$ cat src/rtl/core_mem_stage.sv
// Memory stage: turns EX-stage loads/stores into a req/gnt/rvalid data-memory
// transaction and registers the results toward write-back.
module core_mem_stage #(
  parameter int XLEN = 32
) (
  input  logic            i_clk,
  input  logic            i_rst_n,
  input  logic            i_valid,
  input  logic            i_mem_read,
  input  logic            i_mem_write,
  input  logic [3:0]      i_d_size,
  input  logic            i_d_unsigned,
  input  logic [2:0]      i_mem_to_reg,
  input  logic [XLEN-1:0] i_alu_result,
  input  logic [XLEN-1:0] i_rs2_data,
  input  logic [XLEN-1:0] i_imm,
  input  logic [XLEN-1:0] i_pc_plus_4,
  input  logic [4:0]      i_rd,
  input  logic            i_reg_write,
  output logic            o_stall,
  output logic            o_data_req,
  output logic            o_data_we,
  output logic [XLEN-1:0] o_data_addr,
  output logic [3:0]      o_data_be,
  output logic [XLEN-1:0] o_data_wdata,
  input  logic            i_data_gnt,
  input  logic            i_data_rvalid,
  input  logic [XLEN-1:0] i_data_rdata,
  output logic            o_wb_valid,
  output logic [3:0]      o_d_size,
  output logic            o_d_unsigned,
  output logic [2:0]      o_mem_to_reg,
  output logic [XLEN-1:0] o_data_rd_data,
  output logic [XLEN-1:0] o_imm,
  output logic [XLEN-1:0] o_pc_plus_4,
  output logic [XLEN-1:0] o_alu_result,
  output logic [4:0]      o_rd,
  output logic            o_reg_write,
  output logic            o_misaligned
);

  typedef enum logic [1:0] {IDLE, REQ, WAIT} state_t;

  state_t state_q, state_d;

  logic [XLEN-1:0] addr_p1;
  logic [XLEN-1:0] rs2_p1;
  logic [XLEN-1:0] imm_p1;
  logic [XLEN-1:0] pc4_p1;
  logic            we_p1;
  logic [3:0]      size_p1;
  logic            uns_p1;
  logic [2:0]      m2r_p1;
  logic [4:0]      rd_p1;
  logic            rw_p1;

  logic is_mem_in;
  logic mis_in;
  logic stall;
  logic latch_en;
  logic cmp_pass;
  logic cmp_lat;
  logic cmp_load;

  function automatic logic [3:0] lane_be(input logic [3:0] size, input logic [1:0] lo);
    case (size)
      4'b0001: lane_be = 4'b0001 << lo;
      4'b0011: lane_be = 4'b0011 << {lo[1], 1'b0};
      default: lane_be = 4'b1111;
    endcase
  endfunction

  function automatic logic [XLEN-1:0] lane_wdata(input logic [3:0] size,
                                                 input logic [XLEN-1:0] d);
    case (size)
      4'b0001: lane_wdata = {(XLEN/8){d[7:0]}};
      4'b0011: lane_wdata = {(XLEN/16){d[15:0]}};
      default: lane_wdata = d;
    endcase
  endfunction

  function automatic logic is_misaligned(input logic [3:0] size, input logic [1:0] lo);
    is_misaligned = ((size == 4'b0011) && lo[0]) || ((size == 4'b1111) && (lo != 2'b00));
  endfunction

  assign is_mem_in = i_mem_read | i_mem_write;
  assign mis_in    = is_mem_in & is_misaligned(i_d_size, i_alu_result[1:0]);

  always_comb begin
    state_d  = state_q;
    stall    = 1'b0;
    latch_en = 1'b0;
    cmp_pass = 1'b0;
    cmp_lat  = 1'b0;
    cmp_load = 1'b0;
    case (state_q)
      IDLE: begin
        if (i_valid) begin
          if (is_mem_in && !mis_in) begin
            stall    = 1'b1;
            latch_en = 1'b1;
            state_d  = REQ;
          end else begin
            cmp_pass = 1'b1;
          end
        end
      end
      REQ: begin
        // A read+write op latched we_p1=1 and therefore completes as a store.
        if (i_data_gnt && we_p1) begin
          cmp_lat = 1'b1;
          state_d = IDLE;
        end else if (i_data_gnt) begin
          stall   = 1'b1;
          state_d = WAIT;
        end else begin
          stall = 1'b1;
        end
      end
      WAIT: begin
        if (i_data_rvalid) begin
          cmp_lat  = 1'b1;
          cmp_load = 1'b1;
          state_d  = IDLE;
        end else begin
          stall = 1'b1;
        end
      end
      default: state_d = IDLE;
    endcase
  end

  // Reset must drop the stall immediately even while EX still presents a memory op.
  assign o_stall      = stall & i_rst_n;
  assign o_data_req   = (state_q == REQ);
  assign o_data_we    = o_data_req & we_p1;
  assign o_data_addr  = {addr_p1[XLEN-1:2], 2'b00};
  assign o_data_be    = o_data_req ? lane_be(size_p1, addr_p1[1:0]) : 4'b0000;
  assign o_data_wdata = o_data_req ? lane_wdata(size_p1, rs2_p1) : '0;

  always_ff @(posedge i_clk or negedge i_rst_n) begin
    if (!i_rst_n) begin
      state_q <= IDLE;
    end else begin
      state_q <= state_d;
    end
  end

  // Stage p1: request context captured from EX when the transaction starts
  always_ff @(posedge i_clk) begin
    if (latch_en) begin
      addr_p1 <= i_alu_result;
      rs2_p1  <= i_rs2_data;
      imm_p1  <= i_imm;
      pc4_p1  <= i_pc_plus_4;
      we_p1   <= i_mem_write;
      size_p1 <= i_d_size;
      uns_p1  <= i_d_unsigned;
      m2r_p1  <= i_mem_to_reg;
      rd_p1   <= i_rd;
      rw_p1   <= i_reg_write;
    end
  end

  // Stage p2: write-back side registers
  always_ff @(posedge i_clk or negedge i_rst_n) begin
    if (!i_rst_n) begin
      o_wb_valid     <= 1'b0;
      o_reg_write    <= 1'b0;
      o_d_size       <= '0;
      o_d_unsigned   <= 1'b0;
      o_mem_to_reg   <= '0;
      o_data_rd_data <= '0;
      o_imm          <= '0;
      o_pc_plus_4    <= '0;
      o_alu_result   <= '0;
      o_rd           <= '0;
      o_misaligned   <= 1'b0;
    end else begin
      o_wb_valid  <= cmp_pass | cmp_lat;
      o_reg_write <= (cmp_pass & i_reg_write & ~mis_in) | (cmp_lat & rw_p1);
      if (cmp_pass) begin
        o_d_size       <= i_d_size;
        o_d_unsigned   <= i_d_unsigned;
        o_mem_to_reg   <= i_mem_to_reg;
        o_data_rd_data <= '0;
        o_imm          <= i_imm;
        o_pc_plus_4    <= i_pc_plus_4;
        o_alu_result   <= i_alu_result;
        o_rd           <= i_rd;
        o_misaligned   <= mis_in;
      end else if (cmp_lat) begin
        // Load data goes out unshifted; WB picks lanes using o_alu_result[1:0].
        o_d_size       <= size_p1;
        o_d_unsigned   <= uns_p1;
        o_mem_to_reg   <= m2r_p1;
        o_data_rd_data <= cmp_load ? i_data_rdata : '0;
        o_imm          <= imm_p1;
        o_pc_plus_4    <= pc4_p1;
        o_alu_result   <= addr_p1;
        o_rd           <= rd_p1;
        o_misaligned   <= 1'b0;
      end
    end
  end

endmodule

$ cat config.mk
export PLATFORM = sky130hd
export DESIGN_NAME = core_mem_stage
export DESIGN_NICKNAME = d
export VERILOG_FILES = /design/src/rtl/core_mem_stage.sv
export SDC_FILE = /design/constraint.sdc
export NUM_CORES = 1
export LEC_CHECK = 0
export BUFFER_PORTS_ARGS = -buffer_cell sky130_fd_sc_hd__buf_2
export CAP_MARGIN = 10
export CORE_MARGIN = 1.5
export CORE_UTILIZATION = 46
export DETAILED_ROUTE_END_ITERATION = 8
export GPL_TIMING_DRIVEN = 0
export PLACE_DENSITY = 0.79
export RECOVER_POWER = 100
export SLEW_MARGIN = 5
export SYNTH_ARGS = -nofsm -noshare
export SYNTH_HDL_FRONTEND = slang
export SYNTH_SLANG_ARGS = --single-unit
$ cat constraint.sdc
create_clock -name i_clk -period 17.9 [get_ports i_clk]
set_input_delay 0.895 -clock i_clk [delete_from_list [all_inputs] [get_ports i_clk]]
set_output_delay 0.895 -clock i_clk [all_outputs]
set_load 0.03 [all_outputs]
After elaboration in Yosys (flattened, before gate mapping)

Cells that the tools add are included.

Add/sub/neg operators: 0
Multiply operators: 0
Div/mod/pow operators: 0
Magnitude comparators: 0
Equality and inequality tests: 10
Shift-type cells: 2
Mux-type cells: 42
Bitwise logic cells: 10
Reduce and logical (&&, ||, !) cells: 10

Operator list:

| operator                                                                 | number |
|---|---|
| 32-bit 2-to-1 mux                                                        | 10 |
| 32-bit one-hot mux with 2 select lines                                   | 1 |
| 1-bit 2-to-1 mux                                                         | 15 |
| 4-bit 2-to-1 mux                                                         | 3 |
| 2-bit 2-to-1 mux                                                         | 5 |
| 5-bit 2-to-1 mux                                                         | 2 |
| 4-bit by 2-bit == test with 1-bit output (second input constant)         | 2 |
| 4-bit one-hot mux with 2 select lines                                    | 1 |
| 1-bit bitwise AND                                                        | 6 |
| 3-bit 2-to-1 mux                                                         | 2 |
| 2-bit inequality test (second input constant)                            | 3 |
| 2-bit one-hot mux with 3 select lines                                    | 1 |
| 4-bit by 1-bit == test with 1-bit output (second input constant)         | 1 |
| 4-bit == test (second input constant)                                    | 1 |
| 1-bit logical AND                                                        | 4 |
| 4-bit AND reduction                                                      | 1 |
| 2-bit nonzero test                                                       | 2 |
| 1-bit by 2-bit << shifter with 4-bit output (first input constant)       | 1 |
| 2-bit by 2-bit << shifter with 4-bit output (first input constant)       | 1 |
| 3-bit by 1-bit inequality test with 1-bit output (second input constant) | 1 |
| 1-bit bitwise OR                                                         | 3 |
| 1-bit one-hot mux with 3 select lines                                    | 1 |
| 2-bit by 1-bit == test with 1-bit output (second input constant)         | 1 |
| 2-bit == test (second input constant)                                    | 1 |
| other kinds (5)                                                          | 5 |

Bits in registers: 289
Bits in latches: 0
RAM bits: 0
Memory bits (read-only): 0
Bits of input ports: 181
Output and inout bits: 215
Word-level logic and storage cells: 96
Memories: 0

Logic depth before layout (Yosys ltp)

Gate-level depths: netlist of the first run.

Word-level depth: 12
Depth in mapped cells: 8
Depth with buffers taken out: 6

Least setup slack after synthesis of the first run

Ideal clock, no wire load.

Path type: input-to-output
Start: in i_d_size[2]
End: out o_stall
Arrival: 16.442 ns
Required time: 17.005 ns
Path slack: 0.563 ns
Stages: 4
Cell sequence: xnor2_1 > nor3b_1 > nor4_1 > o311a_1

Longest elaborated chain between the ends: 10
Elaborated cells on any way between the ends: 12

Ends and longest elaborated chain:

| item                                                                             | RTL line | text |
|---|---|---|
| start, declared                                                                  | 11       | `input logic [3:0] i_d_size,` |
| 4-bit by 2-bit == test with 1-bit output / 4-bit == test (equally long branches) | 83       | `is_misaligned = ((size == 4'b0011) && lo[0]) \|\| ((size == 4'b1111) && (lo != 2'b00));` |
| 1-bit logical AND                                                                | 83       |  |
| 1-bit logical OR (*)                                                             | 83       |  |
| 1-bit bitwise AND (*)                                                            | 87       | `assign mis_in = is_mem_in & is_misaligned(i_d_size, i_alu_result[1:0]);` |
| 1-bit zero test (*)                                                              | 99       | `if (is_mem_in && !mis_in) begin` |
| 1-bit logical AND (*)                                                            | 99       |  |
| 1-bit 2-to-1 mux (*)                                                             | 99       |  |
| 1-bit 2-to-1 mux (*)                                                             | 98       | `if (i_valid) begin` |
| 1-bit one-hot mux with 3 select lines (*)                                        | 96       | `case (state_q)` |
| 1-bit bitwise AND (*)                                                            | 134      | `assign o_stall = stall & i_rst_n;` |
| end, declared                                                                    | 20       | `output logic o_stall,` |

Mark *: on every way between the ends. The rest lies on a longest branch, timed or not.

==> metrics.log, run 1 <==
INFO  metric outcome = finished with violations
INFO  metric violations_in_the_final_reports = capacitance limit, slew limit
INFO  metric synth_most_common_cell = mux2_2
INFO  metric critPathMaxFanout = 90
INFO  metric design_area = 15120 sq um
INFO  metric place.detailed.instances = approximately 1500
INFO  metric r2r.worst_path.cells = 12
INFO  metric commonest_register_cell_after_synthesis = dfrtp_1
INFO  metric fraction_of_registers_with_async_set_reset = 0.5052
INFO  metric synth_to_final_area_change = 25.70%
INFO  metric gr-total-overflow = 0
INFO  metric regToRegSetupSlack = between 10 and 15 ns
INFO  metric floorplan.die_area = 27120 sq um
INFO  metric startpoint_type = input port
INFO  metric synth-seq-area-share = 0.6609
INFO  metric leakage = 6.235 nW
INFO  metric max_stage_delay = 3.59 ns
INFO  metric drive_above_1_share = 0.3644
INFO  metric layout_min_cycle_time = ~7.5 ns
INFO  metric num_rows = 58
INFO  metric die_width = about 160 um
INFO  metric reg2reg_from = state_q[1]
INFO  metric dr.first_iter.drc_count = 387
INFO  metric netlist_instances = 749
INFO  metric comb_power_share = 0.401
INFO  metric port_buffers = just under 400
INFO  metric setup_viols_final = 0
INFO  metric vias_in_the_first_global_route = 8135
INFO  metric final-instance-count-excl-fill = 1555
INFO  metric design.portCount = ~400
INFO  metric worstReg2RegEnd = pc4_p1[12]
INFO  metric synth-edff-count = around 140
INFO  metric antenna_violations_before_repair = 2
INFO  metric cp_data_required_time = 17.37 ns
INFO  metric worst_setup_path_endpoint = o_alu_result[10]
INFO  metric cts_hold_buf = 0
INFO  metric grt_first_pass_wirelength = 45.70 mm
INFO  metric synth_commonest_cells = mux2_2 (207), dfrtp_1 (146), edfxtp_1 (143)
INFO  metric cts_setup_buffers = 0
INFO  metric grt_max_degree = 91
INFO  metric synthesis.area_per_instance = roughly 16 sq um
INFO  metric timing.max_cap.violations = 2
INFO  metric placeableCoreArea = 25400 sq um
INFO  metric achievable-frequency = 0.1335 GHz
INFO  metric max-slew-margin-rel = -2.300
INFO  metric critPathSlowestCell = clkbuf_1
INFO  metric skew = 0.009259 ns
INFO  metric gp_congestion = 0.8666
INFO  metric internal_power = 1.679 mW
INFO  metric root_buffer = clkbuf_16
INFO  metric path_cells = clkbuf_1, clkbuf_1
INFO  metric numClockSinks = 289
INFO  metric cts_buffers = 30
INFO  metric setup.worst_path.end_class = async pin
INFO  metric critPathTopFamily = buffers and inverters
INFO  metric die_height = 164.7 um
INFO  metric routed_wirelength = 31.04 mm
INFO  metric post_cts_resized = 0
INFO  metric initial_core_util = 0.4734
INFO  metric post-route-period-util = 0.4183
INFO  metric final_net_count = about 1400
INFO  metric drt-wirelength-per-cell = 19.96 um
INFO  metric peakVddDrop = 0.0001322 V
INFO  metric holdCritPathClass = flop to flop
INFO  metric detail_route.drc_violations = 0
INFO  metric timing_worst_setup_path_type = input port to async pin
INFO  metric critical-path-top-cell-by-count = clkbuf_1
INFO  metric h-tree-depth = 1
INFO  metric ant_nets = 0
INFO  metric powerDensity = 182.0 nW/um^2
INFO  metric post_synth_num_cell_types = between 40 and 50
INFO  metric unrepaired_setup_endpoints_after_global_routing = no
INFO  metric cp.depth = 2
INFO  metric sequentialPowerShare = 0.372
INFO  metric cts_tree = built
INFO  metric power_switching = 1.072 mW
INFO  metric synthesis.yosys.warnings = 0
INFO  metric netlist_area = 12030 sq um
INFO  metric yosys.area.top_type = edfxtp_1
INFO  metric worstSkewPairLatency = around 0.54 ns
INFO  metric clock_path_buffers = 3
INFO  metric yosysTopAreaCellShare = 0.3571
INFO  metric cp_data_arrival_time = roughly 7.0 ns
INFO  metric final_hold_viol_count = 0
INFO  metric worstPathBufferInverterCount = 2
INFO  metric worst-slew-pin-transition = just under 5 ns
INFO  metric cts.clk_slew.worst_paths = 0.06 ns
INFO  metric drv_slew = 150
INFO  metric track_usage = 0.2236
INFO  metric yosys_register_bits = 289
INFO  metric via_per_inst = 5.071
INFO  metric finalPower = about 2.8 mW
INFO  metric detailed_place.area = 14630 sq um
INFO  metric place.detailed.hpwl = around 23 mm
INFO  metric power_switching_share = 0.3897
INFO  metric detailroute.via_count = 7886
INFO  metric number_of_iterations_in_the_first_detailed_routing_pass = 5
INFO  metric worst_setup_path_startpoint = i_rst_n
INFO  metric power.share.clock = 0.227
INFO  metric synth.top_cells.by_area = edfxtp_1 (36%), dfrtp_1 (30%), mux2_2 (19%)
## per-stage QoR
step / hold slack (ns) / TNS [ns] / setup WS [ns] / util
after global routing: 0.4950 / 0 / 8.953 / 0.5950
after CTS: 0.2854 / 0 / 14.17 / 0.6157
after detailed placement: 0.4647 / 0 / 13.81 / 0.5762
after global placement: 0.4676 / -857.24 / -7.470 / 0.5673
after floorplan: 0.4488 / 0 / 0.5626 / -
final: 0.4851 / 0 / 10.41 / 0.5951
## worst min path at each step
stage             startpoint          end  slack (ns)  depth (start not counted)
5_1_grt        i_rs2_data[5]    rs2_p1[5]        0.49                          1
2_1_floorplan          rw_p1  o_reg_write        0.45                          1
6_report               rw_p1  o_reg_write        0.49                          1
3_3_place_gp           rw_p1  o_reg_write        0.47                          1
4_1_cts              i_rst_n    o_imm[25]        0.29                          1
3_5_place_dp           rw_p1  o_reg_write        0.46                          1
## routing by layer
| metal | global-route usage | part of all wire | up-vias |
|---|---|---|---|
| li1 | - | - | 3645 |
| met5 | 0 | 0.00039 | - |
| met2 | 0.3994 | 0.51 | 327 |
| met4 | 0.06798 | 0.026 | 2 |
| met3 | 0.07408 | 0.098 | 54 |
| met1 | 0.2528 | 0.37 | 3858 |
## logic make-up after synthesis
logic type,after synthesis,share of synthesized area
flip-flops,289,0.6609
multiplexers,226,0.2134
adder cells (fa/ha/maj),4,0.004162
other,1,0.0003118
buffers and inverters,76,0.03766
AO/OA/AOI/OAI,75,0.05213
AND/OR/NAND/NOR,77,0.03069
XOR/XNOR,1,0.0007285
## cell usage in the layout (no fill, tap or decap), types with 2 or more instances in the layout
master,synthesis,layout
clkbuf_1,8,304
mux2_2,207,206
buf_2,26,156
dfrtp_1,146,146
edfxtp_1,143,143
nand2_1,47,47
a22o_1,33,33
buf_4,32,32
clkbuf_16,0,31
a21boi_0,18,18
and2_1,12,11
mux2i_1,10,10
mux2_1,0,9
o211a_1,8,8
inv_1,7,7
nor2_1,4,5
clkinv_2,0,5
clkbuf_8,0,5
o21ai_0,4,4
ha_1,4,4
nor3_1,2,3
clkinvlp_4,0,3
nor3b_1,1,2
nand3_1,2,2
nor4_1,2,2
buf_1,1,2
o21a_1,2,2
a21oi_1,2,2
o32ai_1,1,2
conb_1,1,2
bufinv_16,0,2
clkinv_4,0,2
## power by group through the flow
stage / clock [mW] / sequential, mW / combinational, mW
floorplan: 0 / 1.36 / 0.511
global placement: 0 / 1.06 / 1.15
detailed placement: 0 / 1.03 / 1.19
CTS: 0.640 / 1.02 / 1.19
global route: 0.667 / 1.05 / 1.18
finish: 0.624 / 1.02 / 1.10
## area by class of cell
class                           count  area (sq um)
Multi-Input combinational cell    385          3578
Inverter                            7         26.28
Clock inverter                     13         133.9
Clock buffer                       43         870.8
Antenna cell                        1         2.502
Timing Repair Buffer              418          1747
Tap cell                          330         412.9
Buffer                             69         396.6
Fill cell                        2158         10280
Sequential cell                   289          7948
(Power assumes the default switching activity.)
==> run 2, diff against run 1 <==
Settings changed: ABC_AREA from default to 1, CORE_UTILIZATION 46 to 52, PLACE_DENSITY 0.79 to 0.83.
Clock period 17.9 ns to 7.55 ns, I/O delays scaled along.
==> run 2 against run 1 <==
  * The flow still finishes with violations (capacitance limit, slew limit)
  * Critical path type is now flop to flop
  * Cell area up 5.7%
  * Synthesized cell count up 55%
  * Clock skew shrank 0.00061 ns
==> metrics.log, run 2 <==
INFO  metric peakVddDrop = 0.0002673 V (+100%)
INFO  metric gp_congestion = 0.8342 (-3.7%)
INFO  metric number_of_iterations_in_the_first_detailed_routing_pass = 5 (unchanged)
INFO  metric drv_slew = 70 (-53%)
INFO  metric holdCritPathClass = input port to flop
INFO  metric drt-wirelength-per-cell = 17.93 um (-10%)
INFO  metric fraction_of_the_core_area_covered_by_cells_at_the_end_of_the_flow = 0.6569 (+0.06182)
INFO  metric port_buffers = 393 (unchanged)
INFO  metric post_synth_num_cell_types = 34 (-17%)
INFO  metric synthesis.yosys.warnings = 0 (unchanged)
INFO  metric timing.max_cap.violations = 1 (-1)
INFO  metric achievable-frequency = between 0.2 and 0.25 GHz
INFO  metric fraction_of_registers_with_async_set_reset = 0.5052 (unchanged)
INFO  metric timing.setup.tns = 0 ns (unchanged)
INFO  metric worstSkewPairLatency = 0.54 ns (about the same)
INFO  metric initial_core_util = 0.5298 (+0.05631)
INFO  metric comb_power_share = 0.404 (+0.003)
INFO  metric netlist_instances = 1164 (+55%)
INFO  metric n_fill_cell = 1992 (-7.7%)
INFO  metric clock_path_buffers = 3 (unchanged)
INFO  metric h-tree-depth = 1 (unchanged)
INFO  metric synth_commonest_cells = nand3_1 (212), nand2_1 (210), dfrtp_1 (146)
INFO  metric numClockSinks = 289 (unchanged)
INFO  metric yosys_register_bits = 289 (unchanged)
INFO  metric sequentialPowerShare = 0.380 (+0.008)
INFO  metric floorplan.die_area = 25730 sq um (-5.1%)
INFO  metric final_net_count = 1787 (+29%)
INFO  metric ant_nets = 0 (unchanged)
INFO  metric commonest_register_cell_after_synthesis = dfrtp_1
INFO  metric cts_setup_buffers = 0 (unchanged)
INFO  metric design.portCount = 396 (unchanged)
INFO  metric yosysTopAreaCellShare = 0.3333 (-0.02379)
INFO  metric worst-slew-pin-transition = 3.238 ns (-1.713 ns)
INFO  metric synth-edff-count = 143 (unchanged)
INFO  metric outcome = finished with violations
INFO  metric die_width = 160.4 um (-2.6%)
INFO  metric routed_wirelength = 35.01 mm (+13%)
INFO  metric leading_cell_types_in_the_layout_fill_and_taps_excluded = clkbuf_1 (320), nand3_1 (216), nand2_1 (210), dfrtp_1 (146), edfxtp_1 (143)
INFO  metric dr.first_iter.drc_count = 779 (+100%)
INFO  metric setup_viols_final = 0 (unchanged)
INFO  metric detail_route.drc_violations = 0 (unchanged)
INFO  metric via_per_inst = 5.256 (+3.6%)
INFO  metric layout_commonest_cell = clkbuf_1
INFO  metric cts_buffers = 29 (-3.3%)
INFO  metric grt_max_degree = 77 (-15%)
INFO  metric layout_min_cycle_time = 4.964 ns
INFO  metric die_height = 160.4 um (-2.6%)
INFO  metric cts.clk_slew.worst_paths = 0.06 ns (about the same)
INFO  metric place.detailed.hpwl = 24.60 mm (+7.0%)
INFO  metric grt_first_pass_wirelength = 54.72 mm (+20%)
INFO  metric synth-seq-area-share = 0.6169 (-0.04403)
INFO  metric power.share.clock = 0.216 (-0.011)
INFO  metric post-route-period-util = 0.6575
INFO  metric synth_to_final_area_change = 24.01%
INFO  metric vias_in_the_first_global_route = 10290 (+27%)
INFO  metric powerDensity = 404.0 nW/um^2 (+120%)
INFO  metric startpoint_type = flop
INFO  metric power_switching_share = 0.4334 (+0.04372)
INFO  metric max-slew-margin-rel = -1.171 (+1.130)
INFO  metric final-seq-area = 7948 sq um (unchanged)
INFO  metric power_switching = 2.797 mW (+160%)
INFO  metric track_usage = 0.2679 (+0.04424)
INFO  metric num_rows = 57 (-1.7%)
INFO  metric gr-total-overflow = 0 (unchanged)
INFO  metric finalPower = 6.455 mW (+130%)
INFO  metric timing_worst_setup_path_type = flop to flop
INFO  metric cp_data_required_time = 7.74 ns (-9.63 ns)
INFO  metric synthesis.area_per_instance = 11.07 sq um (-31%)
INFO  metric placeableCoreArea = 24320 sq um (-4.3%)
INFO  metric yosys.area.top_type = edfxtp_1
INFO  metric drive_above_1_share = 0.2278 (-0.1365)
INFO  metric critPathMaxFanout = 74 (-18%)
INFO  metric cts_tree = built
INFO  metric violations_in_the_final_reports = capacitance limit, slew limit
INFO  metric unrepaired_setup_endpoints_after_global_routing = no
INFO  metric setup.worst_path.end_class = flop
INFO  metric synth_most_common_cell = nand3_1
INFO  metric skew = 0.008652 ns (-0.0006072 ns)
INFO  metric cp_data_arrival_time = 5.16 ns (-1.80 ns)
INFO  metric detailroute.via_count = 10260 (+30%)
INFO  metric leakage = 7.002 nW (+12%)
INFO  metric multi_input_comb_area = 3715 sq um (+3.8%)
INFO  metric synth.top_cells.by_area = edfxtp_1 (33%), dfrtp_1 (28%), nand3_2 (9.9%)
INFO  metric final_hold_viol_count = 0 (unchanged)
INFO  metric root_buffer = clkbuf_16
INFO  metric netlist_area = 12880 sq um (+7.1%)
INFO  metric antenna_violations_before_repair = 4 (+2)
INFO  metric internal_power = 3.657 mW (+120%)
run 2: cell types whose count changed in the layout (fill, tap and decap cells not counted), moves of 26 or more:
cell and delta:
nand2_1 +163, inv_1 +67, buf_2 -26, mux2_2 -206, nand3_2 +123, o21ai_0 +40, a22o_1 -33, nand3_1 +214
clkinv_1 +34
run 2: final cells by class:
cell class	instances	area share
flip-flops and latches	289	0.4975
multi-input cells	661	0.2325
repair buffers	406	0.1116
clock buffers	39	0.04965
plain buffers	106	0.04879
inverters	109	0.02600
well taps	324	0.02537
clock inverters	14	0.007988
diodes	4	0.0006265
run 2: metrics by stage:
step                      cells  hold WS, ns  area [sq um]  setup slack, ns
after floorplan            1165      0.08191         12890            3.302
after global placement     1882       0.4593         15260            1.769
after detailed placement   1884       0.3886         15330            4.975
after CTS                  1947     0.001189         16350            4.553
after global routing       1952    0.0007716         15980            2.198
final                      1952      0.02607         15980            2.586
run 2: power by group through the flow:
stage,registers (mW),clock network (mW),logic (mW)
2_1_floorplan,3.14,0,1.18
3_3_place_gp,2.46,0,2.67
3_5_place_dp,2.45,0,2.75
4_1_cts,2.43,1.42,2.77
5_1_grt,2.50,1.48,2.80
6_report,2.45,1.39,2.61
run 2: per-layer routing:
metal  part of all wire  global-route usage
met2               0.49              0.4477
met3              0.069             0.04933
met5                  0                   0
met4              0.034             0.09941
met1               0.41              0.3503
run 2: worst max-delay path, cell delays in order (launching register included):
cell        delay [ns]
dfrtp_1           0.40
inv_1             0.09
ha_1              0.25
nand2_1           0.09
inv_1             0.12
nand4_1           0.17
clkinvlp_2        2.41
buf_16            0.99
run 2: cells by family after synthesis:
logic type,share of synthesized area
adder cells (fa/ha/maj),0.003885
other,0.0002911
AND/OR/NAND/NOR,0.2607
flip-flops,0.6169
AO/OA/AOI/OAI,0.02525
buffers and inverters,0.09304
run 2: worst paths after layout:
path	start	to	slack (ns)	cells after the start
worst min register to register	rw_p1	o_reg_write	0.48	1
worst max-delay path	state_q[0]	pc4_p1[26]	2.59	7
worst min-delay path	i_rs2_data[10]	rs2_p1[10]	0.03	1
worst max register to register	state_q[0]	pc4_p1[26]	2.59	7
min in group asynchronous	i_rst_n	o_alu_result[23]	0.40	2
max in group asynchronous	i_rst_n	o_data_rd_data[19]	6.33	3
run 2: timing repair:
| action | in CTS | in global routing |
|---|---|---|
| resized for setup | 0 | 0 |
| hold buffers | 10 | 1 |
| endpoints found under the hold margin | 80 | 1 |
==> run 3, diff against run 2 <==
Clock period 7.55 ns to 5.01 ns, I/O delays scaled along.
==> run 3 against run 2 <==
  * Wire length rose by 14%
  * The run still ends with capacitance limit, slew limit left
  * Critical endpoint is now o_stall
  * Clock skew increased by 0.0066 ns
  * Highest routed layer unchanged
  * Register-to-register slack got worse by 0.85 ns
  * Global-route usage grew 3.9 points
  * Setup slack worse by 1.2 ns
  * Flip-flop and latch count unchanged
==> metrics.log, run 3 (synthesis gave the netlist of run 2 again) <==
INFO  metric outcome = finished with violations
INFO  metric violations_in_the_final_reports = capacitance limit, slew limit
INFO  metric cp_data_arrival_time = 3.41 ns (-1.75 ns)
INFO  metric place.detailed.hpwl = 24.60 mm (unchanged)
INFO  metric routed_wirelength = 39.90 mm (+14%)
INFO  metric worst_setup_path_startpoint = i_rst_n
INFO  metric port_buffers = 393 (unchanged)
INFO  metric setup_viols_final = 0 (unchanged)
INFO  metric postLayoutSetupSlackWorst = 1.349 ns (-1.237 ns)
INFO  metric reg2reg_from = state_q[0]
INFO  metric die_width = 160.4 um (unchanged)
INFO  metric finalHoldWorstSlack = 0.04587 ns (+0.01980 ns)
INFO  metric synth_to_final_area_change = 33.84%
INFO  metric leakage = 7.478 nW (+6.8%)
INFO  metric setup.worst_path.end_class = output pin
INFO  metric ant_nets = 0 (unchanged)
INFO  metric num_rows = 57 (unchanged)
INFO  metric holdCritPathClass = input port to flop
INFO  metric drive_above_1_share = 0.1969 (-0.03091)
INFO  metric drv_slew = 77 (+10%)
INFO  metric cts_tree = built
INFO  metric root_buffer = clkbuf_16
INFO  metric grt_first_pass_wirelength = 62.15 mm (+14%)
INFO  metric via_per_inst = 5.370 (+2.2%)
INFO  metric clock_path_buffers = 3 (unchanged)
INFO  metric cts_hold_buf = 144 (+134)
INFO  metric detail_route.drc_violations = 0 (unchanged)
INFO  metric detailroute.via_count = 11190 (+9.0%)
INFO  metric layout_commonest_cell = clkbuf_1
INFO  metric finalPower = 9.940 mW (+54%)
INFO  metric hold_start = i_data_rdata[31]
INFO  metric post-route-period-util = 0.7307
INFO  metric final_hold_viol_count = 0 (unchanged)
INFO  metric vias_in_the_first_global_route = 11640 (+13%)
INFO  metric cts_setup_buffers = 0 (unchanged)
INFO  metric grt_max_degree = 77 (unchanged)
INFO  metric powerDensity = 576.4 nW/um^2 (+43%)
INFO  metric h-tree-depth = 1 (unchanged)
INFO  metric drt-wirelength-per-cell = 19.15 um (+6.8%)
INFO  metric placeableCoreArea = 24320 sq um (unchanged)
INFO  metric timing_worst_setup_path_type = input port to output pin
INFO  metric layout_min_cycle_time = about 3.7 ns
INFO  metric startpoint_type = input port
INFO  metric max-slew-margin-rel = -0.3488 (+0.8217)
INFO  metric timing.max_cap.violations = 1 (unchanged)
INFO  metric number_of_iterations_in_the_first_detailed_routing_pass = 7 (+2)
INFO  metric cts.clk_slew.worst_paths = 0.06 ns (about the same)
INFO  metric numClockSinks = 289 (unchanged)
INFO  metric worst-slew-pin-transition = 2.023 ns (-1.215 ns)
INFO  metric place.detailed.instances = 1884 (unchanged)
INFO  metric design.portCount = 396 (unchanged)
INFO  metric unrepaired_setup_endpoints_after_global_routing = no
INFO  metric cp_data_required_time = 4.76 ns (-2.98 ns)
INFO  metric final_net_count = 1920 (+7.4%)
INFO  metric peakVddDrop = 0.0004144 V (+55%)
INFO  metric timing.setup.tns = 0 ns (unchanged)
INFO  metric cts_buffers = 29 (unchanged)
INFO  metric n_fill_cell = 1800 (-9.6%)
INFO  metric skew = 0.01529 ns (+0.006635 ns)
INFO  metric initial_core_util = 0.5298 (unchanged)
INFO  metric critPathMaxFanout = 76 (+2.7%)
INFO  metric post_cts_resized = 0 (unchanged)
INFO  metric gp_congestion = 0.8342 (unchanged)
INFO  metric gr-total-overflow = 0 (unchanged)
INFO  metric post-place-ws = 2.435 ns (-2.540 ns)
INFO  metric antenna_violations_before_repair = 2 (-2)
INFO  metric floorplan.die_area = 25730 sq um (unchanged)
INFO  metric die_height = 160.4 um (unchanged)
INFO  metric leading_cell_types_in_the_layout_fill_and_taps_excluded = clkbuf_1 (342), nand3_1 (219), nand2_1 (210), dfrtp_1 (146), dlygate4sd3_1 (144)
INFO  metric dr.first_iter.drc_count = 843 (+8.2%)
INFO  metric worstSkewPairLatency = 0.54 ns (about the same)
INFO  metric achievable-frequency = 0.2732 GHz
INFO  metric final-instance-count-excl-fill = 2083 (+6.7%)
INFO  metric track_usage = 0.3066 (+0.03876)
[run 3: cell count changes in the layout (fill, tap and decap cells not counted), sizes merged]
cell / previous run / this run
clkbuf: 352 / 377
inv: 77 / 78
buf: 188 / 163
diode: 4 / 2
clkinvlp: 4 / 3
dlygate4sd3: 11 / 144
[run 3: layer usage]
| metal | vias to the layer above | global-route usage | wire (um) |
|---|---|---|---|
| li1 | 5036 | - | - |
| met2 | 586 | 0.5413 | 20390 |
| met3 | 131 | 0.05449 | 2961 |
| met1 | 5433 | 0.3703 | 14870 |
| met5 | - | 0 | 0 |
| met4 | 0 | 0.1291 | 1673 |
[run 3: worst paths after layout]
path | depth (start not counted) | slack [ns] | endpoint
worst max-delay path | 6 | 1.35 | o_stall
worst min-delay path | 5 | 0.05 | o_data_rd_data[31]
worst max register to register | 9 | 1.74 | o_pc_plus_4[8]
worst min register to register | 2 | 0.48 | o_pc_plus_4[18]
max in group asynchronous | 3 | 2.38 | state_q[1]
min in group asynchronous | 2 | 0.26 | o_alu_result[25]
[run 3: layout make-up]
cell class              count  area (sq um)  share of cell area
clock buffers              39         793.3             0.04600
diodes                      2         5.005           0.0002902
repair buffers            539          3065              0.1778
flip-flops and latches    289          7948              0.4609
inverters                 109         419.2             0.02431
plain buffers             106         778.2             0.04513
well taps                 324         405.4             0.02351
multi-input cells         661          3702              0.2147
clock inverters            14         127.6            0.007401
[run 3: where the power goes]
| group | internal, mW | switching [mW] | total, mW |
|---|---|---|---|
| clock | 1.21 | 0.918 | 2.13 |
| sequential | 3.27 | 0.446 | 3.72 |
| combinational | 1.08 | 3.02 | 4.09 |
[run 3: critical path, stage by stage]
cell and delay, ns:
dlygate4sd3_1 0.56, buf_8 0.45, clkbuf_2 1.50, nand2_1 0.11, a31oi_1 0.19, buf_2 0.23
[run 3: through the flow]
stage | util | cell area [sq um]
6_report | 0.7091 | 17240
2_1_floorplan | - | 12890
3_3_place_gp | 0.6275 | 15260
5_1_grt | 0.7091 | 17240
4_1_cts | 0.7275 | 17690
3_5_place_dp | 0.6303 | 15330
